File: config.mk
export PLATFORM = sky130hd
export DESIGN_NAME = uart_deserialize
export DESIGN_NICKNAME = d
export VERILOG_FILES = /design/src/rtl/uart_pkg.sv /design/src/rtl/uart_rx_sync.sv /design/src/rtl/uart_deserialize.sv
export SDC_FILE = /design/constraint.sdc
export NUM_CORES = 1
export LEC_CHECK = 0
export ABC_AREA = 1
export BUFFER_PORTS_ARGS = -buffer_cell sky130_fd_sc_hd__buf_2
export CAP_MARGIN = 10
export CORE_MARGIN = 1
export CORE_UTILIZATION = 40
export CTS_CLUSTER_SIZE = 30
export DETAILED_ROUTE_END_ITERATION = 6
export GPL_ROUTABILITY_DRIVEN = 0
export PLACE_DENSITY = 0.59
export SETUP_SLACK_MARGIN = 0.02
export SYNTH_ARGS = -nofsm -noshare
export SYNTH_HDL_FRONTEND = slang
export SYNTH_SLANG_ARGS = --single-unit
File: constraint.sdc
create_clock -name clk -period 2.25 [get_ports clk]
set_clock_uncertainty 0.2 [all_clocks]
set_input_delay 0.45 -clock clk [delete_from_list [all_inputs] [get_ports clk]]
set_output_delay 0.45 -clock clk [all_outputs]
set_load 0.05 [all_outputs]
File: src/rtl/uart_pkg.sv
// Frame layout and receiver state encoding shared by the UART transmit and receive paths.
package uart_pkg;

    localparam int UART_FRAME_W = 11;

    localparam int START_IDX  = 0;
    localparam int DATA_LSB   = 1;
    localparam int DATA_MSB   = 8;
    localparam int PARITY_IDX = 9;
    localparam int STOP_IDX   = 10;

    typedef enum logic [1:0] {
        IDLE,
        START,
        DATA,
        STOP
    } uart_rx_state_t;

endpackage

File: src/rtl/uart_rx_sync.sv
// Multi-flop synchronizer for the asynchronous serial line; resets to the idle (high) level.
module uart_rx_sync #(
    parameter int STAGES = 2
) (
    input  logic clk,
    input  logic rst_n,
    input  logic d,
    output logic q
);

    logic [STAGES-1:0] sync_q;

    always_ff @(posedge clk or negedge rst_n) begin
        if (!rst_n) begin
            sync_q <= '1;
        end else begin
            sync_q <= {sync_q[STAGES-2:0], d};
        end
    end

    assign q = sync_q[STAGES-1];

endmodule

File: src/rtl/uart_deserialize.sv
// Oversampling UART receiver: mid-bit sampling of an 11-bit frame, parity/stop checking,
// and a valid/ready output register that holds one frame for the consumer.
module uart_deserialize
    import uart_pkg::*;
#(
    parameter int OVERSAMPLE = 16,
    parameter int PARITY_ODD = 0
) (
    input  logic                    clk,
    input  logic                    rst_n,
    input  logic                    uart_stream,
    output logic [7:0]              rx_data,
    output logic [UART_FRAME_W-1:0] rx_packet,
    output logic                    rx_valid,
    input  logic                    rx_ready,
    output logic                    parity_err,
    output logic                    frame_err,
    output logic                    overrun,
    output logic                    busy
);

    localparam int               CNT_W    = $clog2(OVERSAMPLE);
    localparam logic [CNT_W-1:0] CNT_MAX  = CNT_W'(OVERSAMPLE - 1);
    localparam logic [CNT_W-1:0] CNT_HALF = CNT_W'(OVERSAMPLE / 2 - 1);
    localparam logic             ODD_SEL  = (PARITY_ODD != 0);

    function automatic logic parity_mismatch(input logic [UART_FRAME_W-1:0] frame);
        return (^frame[PARITY_IDX:DATA_LSB]) != ODD_SEL;
    endfunction

    logic                    rxs;
    uart_rx_state_t          state_q, state_d;
    logic [CNT_W-1:0]        cnt_q, cnt_d;
    logic [3:0]              idx_q, idx_d;
    logic                    armed_q, armed_d;
    logic                    smp_en;
    logic [3:0]              smp_idx;
    logic                    done_p0;
    logic                    done_p1;
    logic [UART_FRAME_W-1:0] shift_p0;

    uart_rx_sync #(
        .STAGES(2)
    ) u_sync (
        .clk  (clk),
        .rst_n(rst_n),
        .d    (uart_stream),
        .q    (rxs)
    );

    always_ff @(posedge clk or negedge rst_n) begin
        if (!rst_n) begin
            state_q <= IDLE;
            cnt_q   <= '0;
            idx_q   <= '0;
            armed_q <= 1'b0;
        end else begin
            state_q <= state_d;
            cnt_q   <= cnt_d;
            idx_q   <= idx_d;
            armed_q <= armed_d;
        end
    end

    always_comb begin
        state_d = state_q;
        cnt_d   = cnt_q;
        idx_d   = idx_q;
        armed_d = armed_q;
        smp_en  = 1'b0;
        smp_idx = idx_q;
        done_p0 = 1'b0;
        case (state_q)
            IDLE: begin
                // Only a high-to-low transition starts a frame, so a held break never retriggers.
                if (armed_q && !rxs) begin
                    state_d = START;
                    cnt_d   = '0;
                    armed_d = 1'b0;
                end else if (rxs) begin
                    armed_d = 1'b1;
                end
            end
            START: begin
                if (cnt_q == CNT_HALF) begin
                    cnt_d = '0;
                    if (rxs) begin
                        state_d = IDLE;
                    end else begin
                        state_d = DATA;
                        idx_d   = 4'(DATA_LSB);
                        smp_en  = 1'b1;
                        smp_idx = 4'(START_IDX);
                    end
                end else begin
                    cnt_d = cnt_q + CNT_W'(1);
                end
            end
            DATA: begin
                if (cnt_q == CNT_MAX) begin
                    cnt_d  = '0;
                    smp_en = 1'b1;
                    idx_d  = idx_q + 4'd1;
                    if (idx_q == 4'(PARITY_IDX)) begin
                        state_d = STOP;
                    end
                end else begin
                    cnt_d = cnt_q + CNT_W'(1);
                end
            end
            STOP: begin
                if (cnt_q == CNT_MAX) begin
                    cnt_d   = '0;
                    idx_d   = '0;
                    smp_en  = 1'b1;
                    done_p0 = 1'b1;
                    armed_d = 1'b0;
                    state_d = IDLE;
                end else begin
                    cnt_d = cnt_q + CNT_W'(1);
                end
            end
            default: begin
                state_d = IDLE;
            end
        endcase
    end

    // Stage p0: mid-bit samples assembled into the frame shift register.
    always_ff @(posedge clk) begin
        if (smp_en) begin
            shift_p0[smp_idx] <= rxs;
        end
    end

    // Stage p1: completed frame moves into the consumer-facing registers.
    always_ff @(posedge clk or negedge rst_n) begin
        if (!rst_n) begin
            done_p1    <= 1'b0;
            rx_valid   <= 1'b0;
            rx_data    <= '0;
            rx_packet  <= '0;
            parity_err <= 1'b0;
            frame_err  <= 1'b0;
            overrun    <= 1'b0;
        end else begin
            done_p1 <= done_p0;
            overrun <= done_p1 && rx_valid && !rx_ready;
            if (done_p1) begin
                rx_valid   <= 1'b1;
                rx_packet  <= shift_p0;
                rx_data    <= shift_p0[DATA_MSB:DATA_LSB];
                parity_err <= parity_mismatch(shift_p0);
                frame_err  <= ~shift_p0[STOP_IDX];
            end else if (rx_valid && rx_ready) begin
                rx_valid   <= 1'b0;
                parity_err <= 1'b0;
                frame_err  <= 1'b0;
            end
        end
    end

    assign busy = (state_q != IDLE);

endmodule
-- Yosys cells after proc, flatten, opt, wreduce, memory -nomap -nowiden
Cells that the tools add are included.
Widths: inputs -> output; s select.
- add/subtract/negate cells: 2
- order comparisons: 2
- eq/ne operators: 13
- multiplexer cells: 35
- bitwise gates (word level): 1
- reduce and logical (&&, ||, !) cells: 17
- operators with widths (operator ; number):
    $mux 4 ; 10
    $pmux 4 s3 ; 2
    $mux 1 ; 12
    $mux 2 ; 6
    $ne 2x2->1 const B ; 6
    $bwmux 11 ; 1
    $reduce_and 5->1 ; 2
    $reduce_xor 9->1 ; 1
    $add 4x1->4 const B ; 2
    $eq 4x4->1 const B ; 2
    $pmux 2 s4 ; 1
    $reduce_bool 2->1 ; 3
    $logic_and 1x1->1 ; 5
    $lt 4x5->1 const B ; 1
    $demux 1 s4 ; 1
    $eq 2x2->1 const B ; 2
    $eq 4x3->1 const B ; 1
    $ge 4x1->1 const B ; 1
    $pmux 1 s2 ; 2
    $ne 3x2->1 const B ; 1
    $reduce_and 3->1 ; 1
    $reduce_bool 3->1 ; 1
    $eq 2x1->1 const B ; 1
    $logic_not 1->1 ; 2
    other kinds (3) ; 3
- register bits: 48
- bits of input ports: 4
- output and inout port bits: 24
- logic and storage cells: 83

-- Longest topological paths before layout
Gate-level depths: netlist of run 1.
- depth after elaboration: 8
- mapped depth: 10
- depth with buffers taken out: 10

-- Cells and area by module
Synthesis of run 1 repeated with hierarchy kept, for this count alone.
- cells, all modules: 226
- area, all modules: 1938.1 um2
- by module, submodules not included (module ; instances ; cells each ; area an instance (um2)):
    uart_deserialize ; 1 ; 224 ; 1885.6
    uart_rx_sync ; 1 ; 2 ; 52.6

-- Least setup slack after synthesis of run 1
Ideal clock, no wire load.
- path type: reg-to-reg
- start: register state_q[0]
- end: register shift_p0[10] (enable)
- setup time: 0.299 ns
- arrival: 1.338 ns
- slack: 0.412 ns
- cell stages (with the launch flop): 9
- clock period less this slack: 1.838 ns
- cell sequence: dfrtp_1 inv_1 ha_1 inv_1 nand2_2 nand3_1 a21oi_2 nand4_1 nor2_1
- cells in the longest elaborated chain, start to end: 3
- elaborated cells between the ends (all ways): 5
- classes of those cells: 3 x eq/ne; 1 x mux; 1 x reduce/logical
- RTL lines (element ; RTL line ; source):
    start: declaration ; uart_deserialize.sv:32 ; uart_rx_state_t state_q, state_d;
    start signal: assignment ; uart_deserialize.sv:58 ; state_q <= state_d;
    $eq 2x2->1 ; uart_deserialize.sv:73 ; case (state_q)
    $reduce_or 2->1 (no line) ; - ;
    $pmux 1 s2 * ; uart_deserialize.sv:73 ;
    end signal: indexed assignment ; uart_deserialize.sv:132 ; shift_p0[smp_idx] <= rxs;
    end: declaration ; uart_deserialize.sv:40 ; logic [UART_FRAME_W-1:0] shift_p0;
Mark *: on every way between the ends. The rest lies on a longest branch, timed or not.
A chain may end at the register's enable or synchronous reset.

-- Worst setup path after layout of run 1
- start: register state_q[0]
- end: output port busy
- cells in the longest elaborated chain, start to end: 1
- RTL lines (element ; RTL line ; source):
    $reduce_bool 2->1 ; uart_deserialize.sv:163 ; assign busy = (state_q != IDLE);
    end: declaration ; uart_deserialize.sv:19 ; output logic busy
Every way passes these cells.

==> results of run 1 <==
stage by stage:
| stage | total power [mW] | area (sq um) | std cells | hold WS [ns] |
|---|---|---|---|---|
| 6_report | 2.095 | 2266 | 328 | 0.05739 |
| 4_1_cts | 2.117 | 2263 | 328 | 0.04259 |
| 2_1_floorplan | 1.388 | 1988 | 234 | -0.04559 |
| 5_1_grt | 2.255 | 2266 | 328 | 0.04080 |
| 3_3_place_gp | 1.551 | 2147 | 319 | 0.1477 |
| 3_5_place_dp | 1.544 | 2147 | 319 | 0.1502 |
report_power, final:
part           switching (mW)  internal (mW)
Combinational           0.423          0.204
Sequential             0.0728          0.828
Clock                   0.244          0.323
Total                   0.740           1.35
cells by family after synthesis:
| family | after synthesis | synth area share, % |
|---|---|---|
| simple gates | 114 | 23.41 |
| flops | 40 | 53.24 |
| buf+inv | 38 | 8.685 |
| compound gates | 32 | 8.937 |
| fa+ha+maj | 7 | 4.405 |
| xor+xnor | 3 | 1.322 |
path summary, 6_finish.rpt:
check                                                start                         end  cells past startpoint
worst max-delay path                state_q[0]$_DFFE_PN0P_                        busy                      4
worst min-delay path                           uart_stream  u_sync.sync_q[0]$_DFF_PN1_                      1
worst max register to register                        flop       shift_p0[9]$_DFFE_PP_                      8
worst min register to register  u_sync.sync_q[0]$_DFF_PN1_  u_sync.sync_q[1]$_DFF_PN1_                      0
max in group asynchronous                            rst_n        idx_q[1]$_DFFE_PN0P_                      2
min in group asynchronous                            rst_n      rx_data[6]$_DFFE_PN0P_                      2
synthesized netlist by cell type (all sizes together):
master / number
nor3: 3
clkbuf: 2
edfxtp: 11
nand4: 1
a21oi: 5
nor2: 22
o21bai: 1
inv: 28
o21ai: 24
nand3: 9
o41ai: 1
nand2: 79
buf: 8
dfstp: 2
ha: 7
xor2: 3
a22oi: 1
dfrtp: 27
per-layer routing:
layer	global-route usage (%)	vias to the layer above
met3	4.583	5
met5	0	-
li1	-	787
met2	25.13	28
met4	7.190	0
met1	17.28	655
flip-flops by register name (all words and copies together), names as in the netlist, 2 cells and up, named ones only:
signal and flops:
idx_q 4, cnt_q 4, rx_packet 4, rx_data 7, shift_p0 11, u_sync.sync_q 2
layout make-up:
cell class | instances | area (sq um)
clock buffers | 5 | 68.82
clock inverters | 3 | 37.54
fillers | 469 | 2489
inverters | 28 | 105.1
multi-input cells | 156 | 759.5
flip-flops and latches | 40 | 1059
well taps | 67 | 83.83
repair buffers | 29 | 152.6
worst max-delay path, stage by stage, from the launching register on:
cell and delay [ns]:
dfrtp_1 0.40, inv_1 0.09, ha_1 0.27, inv_1 0.09, buf_2 0.26
timing repair:
action	CTS	global route
setup endpoints to repair	0	1
hold buffers	1	0
gates resized for setup	0	1
setup buffers	0	0
endpoints found under the hold margin	13	0
==> metrics.yaml, run 1 <==
outcome: "finished clean"
layout_setup_ws_ns: 0.1975
gr-total-overflow: 0
syn2layout_area_growth_pct: 13.97
postLayoutCoreUtil_pct: 47.66
place_hpwl_um: 2452
finalSetupTns_ns: 0
max_slew_margin_pct: 56.39
cp_data_required_time_ns: 1.60
antenna_cells: 0
clk_latency_ns: 0.29
synthCells: 234
setup_viol: 0
hp-class: "in2reg"
clk_pin_slew_ns: 0.08
top_layer: "met4"
crit_fanout: 5
final_common_cell: "nand2_1"
antenna_found_initial: 0
cts_tree: "done"
max_cap_violations: 0
yosys-top-cells-area: "dfrtp_1, edfxtp_1, nand2_1"
hold_viol: 0
cts_max_level: 2
finalCritPeriodShare_pct: 91.22
cp_data_arrival_time_ns: 1.40
fmax_mhz: 487.2
r2r_slack_ns: 0.25
drc_errors: 0
yosys.area.top_type_share_pct: 33.98
via_per_inst: 4.497
fp-row-count: 25
drtPass1Iterations: 4
initial_core_util_pct: 41.82
min_period_ns: 2.053
routed_wirelength_um: 3269
power_leakage_nw: 1.163
post-place-ws_ns: 0.2429
cts_sinks: 40
cp-start-kind: "flop"
final_layout_size_suffix_gt1_share_pct: 18.01
cts_root_buf: "clkbuf_8"
syn_avg_cell_area_sq_um: 8.496
grt_max_degree: 30
cp-end-kind: "output port"
met1_length_um: 1563
ys_ff_latch: 40
synth_top_area_cell: "dfrtp_1"
numCtsBuffers: 5
nNetsFinal: 271
cts_buffer_depth: 2
ioPinCount: 28
post_drt_wl_per_cell_um: 9.966
drt-initial-drc-count: 34
io_buffers: 27
critical_path_class: "reg2out"
wl_met2_um: 1509
tightest_slew_ns: 0.6541
powerDensity_nw_per_um2: 924.7
die_w_um: 72.50
yosysSeqAreaShare_pct: 53.24
synthesis.nets: 245
coreArea_sq_um: 4755
routed-wl-met3_um: 124
dieArea_sq_um: 5256
ir_drop_uv: 722.0
grt_pass1_vias: 1397
synth.distinct_cells: 23
track_usage_pct: 14.92
vias: 1475
yosysWarnings: 0
drv_slew: 0
antenna_left: 0
synth_area_sq_um: 1988
grt_setup_unrepaired: "false"
grt_pass1_wl_um: 5927
die_height_um: 72.50
layout_common_cells: "nand2_1, inv_1, dfrtp_1, buf_2, o21ai_0"
(Power assumes the default switching activity.)
==> run 2, diff against run 1 <==
--- a/config.mk
+++ b/config.mk
@@ -6,6 +6,7 @@
 export NUM_CORES = 1
 export LEC_CHECK = 0
 export ABC_AREA = 1
+export ABC_CLOCK_PERIOD_IN_PS = 2250
 export BUFFER_PORTS_ARGS = -buffer_cell sky130_fd_sc_hd__buf_2
 export CAP_MARGIN = 10
 export CORE_MARGIN = 1
@@ -13,6 +14,7 @@
 export CTS_CLUSTER_SIZE = 30
 export DETAILED_ROUTE_END_ITERATION = 6
 export GPL_ROUTABILITY_DRIVEN = 0
+export GPL_TIMING_DRIVEN = 0
 export PLACE_DENSITY = 0.59
 export SETUP_SLACK_MARGIN = 0.02
 export SYNTH_ARGS = -nofsm -noshare
==> metrics.yaml, run 2 (synthesis results as in run 1) <==
min_period_ns: 2.054  # was 2.053 ns
layout_setup_ws_ns: 0.1957  # was 0.1975 ns
numCtsBuffers: 5  # unchanged
cts_tree: "done"  # unchanged
max_slew_margin_pct: 56.57  # was 56.39%
clk_latency_ns: 0.28  # was 0.29 ns
use_met1_pct: 18.39  # was 17.28%
grt_use_met2_pct: 25.13  # unchanged
final_common_cell: "nand2_1"  # unchanged
post_drt_wl_per_cell_um: 10.26  # was 9.966 um
grt_pass1_wl_um: 6030  # was 5927 um
grt_max_degree: 30  # unchanged
drc_errors: 0  # unchanged
outcome: "finished, violations left"  # was finished clean
die_height_um: 72.50  # unchanged
cp-end-kind: "flop"  # was output port
syn2layout_area_growth_pct: 15.67  # was 13.97%
antenna_cells: 0  # unchanged
max_stage_delay_ns: 0.41  # was 0.40 ns
drt-initial-drc-count: 27  # was 34
seq_area_sq_um: 1059  # unchanged
top_register: "shift_p0"  # unchanged
final_area_sq_um: 2300  # was 2266 sq um
cp_data_required_time_ns: 2.05  # was 1.60 ns
power_leakage_nw: 1.199  # was 1.163 nW
cts_resized: 0  # unchanged
coreArea_sq_um: 4755  # unchanged
place_hpwl_um: 2542  # was 2452 um
io_buffers: 27  # unchanged
cts_root_buf: "clkbuf_8"  # unchanged
drv_slew: 0  # unchanged
antenna_found_initial: 0  # unchanged
dpl_cell_area_sq_um: 2207  # was 2147 sq um
track_usage_pct: 15.08  # was 14.92%
hp-class: "in2async"  # was in2reg
ir_drop_uv: 587.9  # was 722.0 uV
die_w_um: 72.50  # unchanged
multi_input_area_sq_um: 757.0  # was 759.5 sq um
postLayoutCoreUtil_pct: 48.37  # was 47.66%
fp-row-count: 25  # unchanged
path_common_cell: "inv_1"  # unchanged
largest_registers: "shift_p0 (11), rx_data (7)"  # unchanged
dieArea_sq_um: 5256  # unchanged
grt.met3_usage_pct: 4.167  # was 4.583%
violations: "hold timing"
post-place-ws_ns: 0.2018  # was 0.2429 ns
cts_max_level: 2  # unchanged
clk_pin_slew_ns: 0.08  # about the same
cts_buffer_depth: 2  # unchanged
finalCritPeriodShare_pct: 91.30  # was 91.22%
via_per_inst: 4.461  # was 4.497
powerDensity_nw_per_um2: 878.7  # was 924.7 nW/um^2
finalSetupTns_ns: 0  # unchanged
gr-total-overflow: 0  # unchanged
crit_fanout: 6  # was 5
layout_common_cells: "nand2_1, inv_1, dfrtp_1, buf_2, o21ai_0"  # unchanged
routed_wirelength_um: 3447  # was 3269 um
dp.cells: 328  # was 319
initial_core_util_pct: 41.82  # unchanged
setup_viol: 0  # unchanged
grt_setup_unrepaired: "false"  # unchanged
hold_buffers: 0  # was 1
largest_reg_flops: 11  # unchanged
total_power_mw: 2.021  # was 2.095 mW
path_delay_family: "simple AND/OR/NAND/NOR gates"  # was buffers and inverters
vias: 1499  # was 1475
fin_hold_ws_ns: -0.01597  # was 0.05739 ns
grt_pass1_vias: 1427  # was 1397
drtPass1Iterations: 4  # unchanged
ioPinCount: 28  # unchanged
path_buf_inv: 2  # was 3
tightest_slew_ns: 0.6515  # was 0.6541 ns
cts_sinks: 40  # unchanged
fmax_mhz: 486.8  # was 487.2 MHz
final_layout_size_suffix_gt1_share_pct: 20.45  # was 18.01%
worstPathCellList: "inv_1 > ha_1 > inv_1 > nand2_2 > nand3_1 > a21oi_2 > nand4_1 > nor2_1"  # was inv_1 > ha_1 > inv_1 > buf_2
antenna_left: 0  # unchanged
grt_busiest_layer: "met2"  # unchanged
cp-start-kind: "flop"  # unchanged
max_cap_violations: 0  # unchanged
nNetsFinal: 279  # was 271
cts_setup_buffers: 0  # unchanged
hold_viol: 24  # was 0
cp_data_arrival_time_ns: 1.85  # was 1.40 ns
critical_path_class: "reg2reg"  # was reg2out
cpMaxStageDelayCell: "dfrtp_1"  # unchanged
final_cells: 336  # was 328
fillCellCount: 487  # was 469
-- run 2: cell types whose count changed in the layout (fill, tap and decap cells not counted), sizes merged --
cell and change:
dlygate4sd3 -1, bufinv -1, clkbuf +3, buf +7
-- run 2: layer usage --
layer / wire [um] / share of wire (%)
met3: 124 / 3.6
met5: 0 / 0
met2: 1629 / 47
met4: 34 / 0.99
met1: 1659 / 48
-- run 2: report_power, final --
| group | switching [mW] | total [mW] | internal, mW |
|---|---|---|---|
| Clock | 0.243 | 0.488 | 0.245 |
| Combinational | 0.430 | 0.629 | 0.200 |
| Sequential | 0.0758 | 0.904 | 0.828 |
-- run 2: path summary, 6_finish.rpt --
check / startpoint / to / slack, ns / depth (start not counted)
setup / recovery: state_q[0]$_DFFE_PN0P_ / shift_p0[9]$_DFFE_PP_ / 0.20 / 8
hold / removal: rst_n / rx_valid$_DFFE_PN0P_ / -0.02 / 1
setup reg to reg: state_q[0]$_DFFE_PN0P_ / shift_p0[9]$_DFFE_PP_ / 0.20 / 8
hold reg to reg: u_sync.sync_q[0]$_DFF_PN1_ / u_sync.sync_q[1]$_DFF_PN1_ / 0.16 / 0
max in group asynchronous: rst_n / idx_q[1]$_DFFE_PN0P_ / 1.44 / 1
min in group clk: uart_stream / u_sync.sync_q[0]$_DFF_PN1_ / 0.06 / 1
-- run 2: area by class of cell --
cell class	instances	share of cell area, %
flip-flops and latches	40	46.03
multi-input cells	156	32.92
repair buffers	27	5.876
inverters	28	4.570
well taps	67	3.645
clock buffers	6	3.591
plain buffers	10	2.938
clock inverters	2	0.4353
==> run 3, diff against run 2 <==
--- a/config.mk
+++ b/config.mk
@@ -9,13 +9,14 @@
 export ABC_CLOCK_PERIOD_IN_PS = 2250
 export BUFFER_PORTS_ARGS = -buffer_cell sky130_fd_sc_hd__buf_2
 export CAP_MARGIN = 10
-export CORE_MARGIN = 1
-export CORE_UTILIZATION = 40
+export CORE_MARGIN = 2
+export CORE_UTILIZATION = 45
+export CTS_BUF_LIST = sky130_fd_sc_hd__clkbuf_4 sky130_fd_sc_hd__clkbuf_8 sky130_fd_sc_hd__clkbuf_16
 export CTS_CLUSTER_SIZE = 30
 export DETAILED_ROUTE_END_ITERATION = 6
 export GPL_ROUTABILITY_DRIVEN = 0
 export GPL_TIMING_DRIVEN = 0
-export PLACE_DENSITY = 0.59
+export PLACE_DENSITY = 0.65
 export SETUP_SLACK_MARGIN = 0.02
 export SYNTH_ARGS = -nofsm -noshare
 export SYNTH_HDL_FRONTEND = slang
==> metrics.yaml, run 3 (synthesis results as in run 1) <==
place_hpwl_um: 2473  # was 2542 um
cts_sinks: 40  # unchanged
layout_common_cells: "nand2_1, inv_1, dfrtp_1, buf_2, o21ai_0"  # unchanged
hp-class: "in2async"  # unchanged
io_buffers: 27  # unchanged
nNetsFinal: 279  # unchanged
tightest_slew_ns: 0.6610  # was 0.6515 ns
path_common_cell: "inv_1"  # unchanged
min_period_ns: 2.038  # was 2.054 ns
cts_root_buf: "clkbuf_8"  # unchanged
cpMaxStageDelayCell: "dfrtp_1"  # unchanged
coreArea_sq_um: 4294  # was 4755 sq um
drt-initial-drc-count: 77  # was 27
postLayoutCoreUtil_pct: 53.12  # was 48.37%
seq_area_sq_um: 1059  # unchanged
max_cap_violations: 0  # unchanged
critical_path_class: "reg2out"  # was reg2reg
clk_latency_ns: 0.29  # was 0.28 ns
grt_pass1_wl_um: 5996  # was 6030 um
fin_hold_ws_ns: -0.01983  # was -0.01597 ns
finalSetupTns_ns: 0  # unchanged
drc_errors: 0  # unchanged
grt_pass1_vias: 1435  # was 1427
die_w_um: 70.47  # was 72.50 um
largest_reg_flops: 11  # unchanged
largest_registers: "shift_p0 (11), rx_data (7)"  # unchanged
hold_viol: 27  # was 24
setup_viol: 0  # unchanged
cts_resized: 0  # unchanged
vias: 1515  # was 1499
dieArea_sq_um: 4966  # was 5256 sq um
finalCritPeriodShare_pct: 90.59  # was 91.30%
final_common_cell: "nand2_1"  # unchanged
numCtsBuffers: 5  # unchanged
drv_slew: 0  # unchanged
fillCellCount: 407  # was 487
final_layout_size_suffix_gt1_share_pct: 20.45  # unchanged
fmax_mhz: 490.6  # was 486.8 MHz
cts_setup_buffers: 0  # unchanged
outcome: "finished, violations left"  # unchanged
grt_setup_unrepaired: "false"  # unchanged
syn2layout_area_growth_pct: 14.73  # was 15.67%
cts_tree: "done"  # unchanged
gr-total-overflow: 0  # unchanged
cp_data_required_time_ns: 1.60  # was 2.05 ns
track_usage_pct: 15.62  # was 15.08%
clk_pin_slew_ns: 0.08  # about the same
ioPinCount: 28  # unchanged
ir_drop_uv: 702.2  # was 587.9 uV
power_leakage_nw: 1.199  # unchanged
max_slew_margin_pct: 55.93  # was 56.57%
cp-end-kind: "output port"  # was flop
cp_data_arrival_time_ns: 1.39  # was 1.85 ns
antenna_found_initial: 0  # unchanged
post_drt_wl_per_cell_um: 10.34  # was 10.26 um
hold_buffers: 0  # unchanged
via_per_inst: 4.720  # was 4.461
cp-start-kind: "flop"  # unchanged
initial_core_util_pct: 46.30  # was 41.82%
max_stage_delay_ns: 0.39  # was 0.41 ns
multi_input_area_sq_um: 757.0  # unchanged
cts_max_level: 2  # unchanged
cts_buffer_depth: 2  # unchanged
grt_max_degree: 30  # unchanged
antenna_cells: 0  # unchanged
drtPass1Iterations: 4  # unchanged
antenna_left: 0  # unchanged
crit_fanout: 5  # was 6
routed_wirelength_um: 3318  # was 3447 um
powerDensity_nw_per_um2: 882.3  # was 878.7 nW/um^2
fp-row-count: 24  # was 25
worstPathCellList: "inv_1 > ha_1 > inv_1 > buf_2"  # was inv_1 > ha_1 > inv_1 > nand2_2 > nand3_1 > a21oi_2 > nand4_1 > nor2_1
violations: "hold timing"  # unchanged
die_height_um: 70.47  # was 72.50 um
top_register: "shift_p0"  # unchanged
## run 3: cell counts in the layout (fill, tap and decap cells not counted)
Identical to the previous run, type by type.
## run 3: final cells by class
cell class,count,share of cell area (%)
Buffer,10,2.962
Tap cell,52,2.852
Inverter,28,4.608
Sequential cell,40,46.41
Multi-Input combinational cell,156,33.19
Clock inverter,2,0.4388
Timing Repair Buffer,27,5.924
Clock buffer,6,3.620
## run 3: worst max-delay path: cells and delay by family (launching register included)
kind | cells | cell delay [ns]
buffers and inverters | 3 | 0.44
flip-flops | 1 | 0.39
adder cells (fa/ha/maj) | 1 | 0.27
## run 3: stage by stage
step	hold slack (ns)	power [mW]	instance area, sq um	setup WS (ns)	std cells
floorplan	-0.04559	1.388	1988	0.4124	234
global placement	0.1465	1.536	2188	0.2066	313
detailed placement	0.1468	1.536	2188	0.2177	313
CTS	0.001708	2.037	2281	0.2025	321
global route	0.03276	2.186	2281	0.04890	321
finish	-0.01983	2.013	2281	0.2118	321
## run 3: worst paths after layout
check | startpoint | endpoint | cells after the start | slack (ns)
setup / recovery | state_q[0]$_DFFE_PN0P_ | busy | 4 | 0.21
hold / removal | rst_n | overrun$_DFF_PN0_ | 1 | -0.02
setup reg to reg | state_q[0]$_DFFE_PN0P_ | shift_p0[10]$_DFFE_PP_ | 8 | 0.23
hold reg to reg | u_sync.sync_q[0]$_DFF_PN1_ | u_sync.sync_q[1]$_DFF_PN1_ | 0 | 0.16
max in group asynchronous | rst_n | idx_q[1]$_DFFE_PN0P_ | 1 | 1.43
min in group clk | uart_stream | u_sync.sync_q[0]$_DFF_PN1_ | 1 | 0.05
## run 3: routing by layer
layer	track usage [%]	wire [um]
met3	5.051	185
met1	18.46	1517
met4	7.692	72
met5	0	0
met2	25.47	1542
## run 3: power breakdown
group / internal (mW) / total [mW] / switching [mW]
clock network: 0.245 / 0.492 / 0.248
logic: 0.198 / 0.618 / 0.420
registers: 0.828 / 0.902 / 0.0741
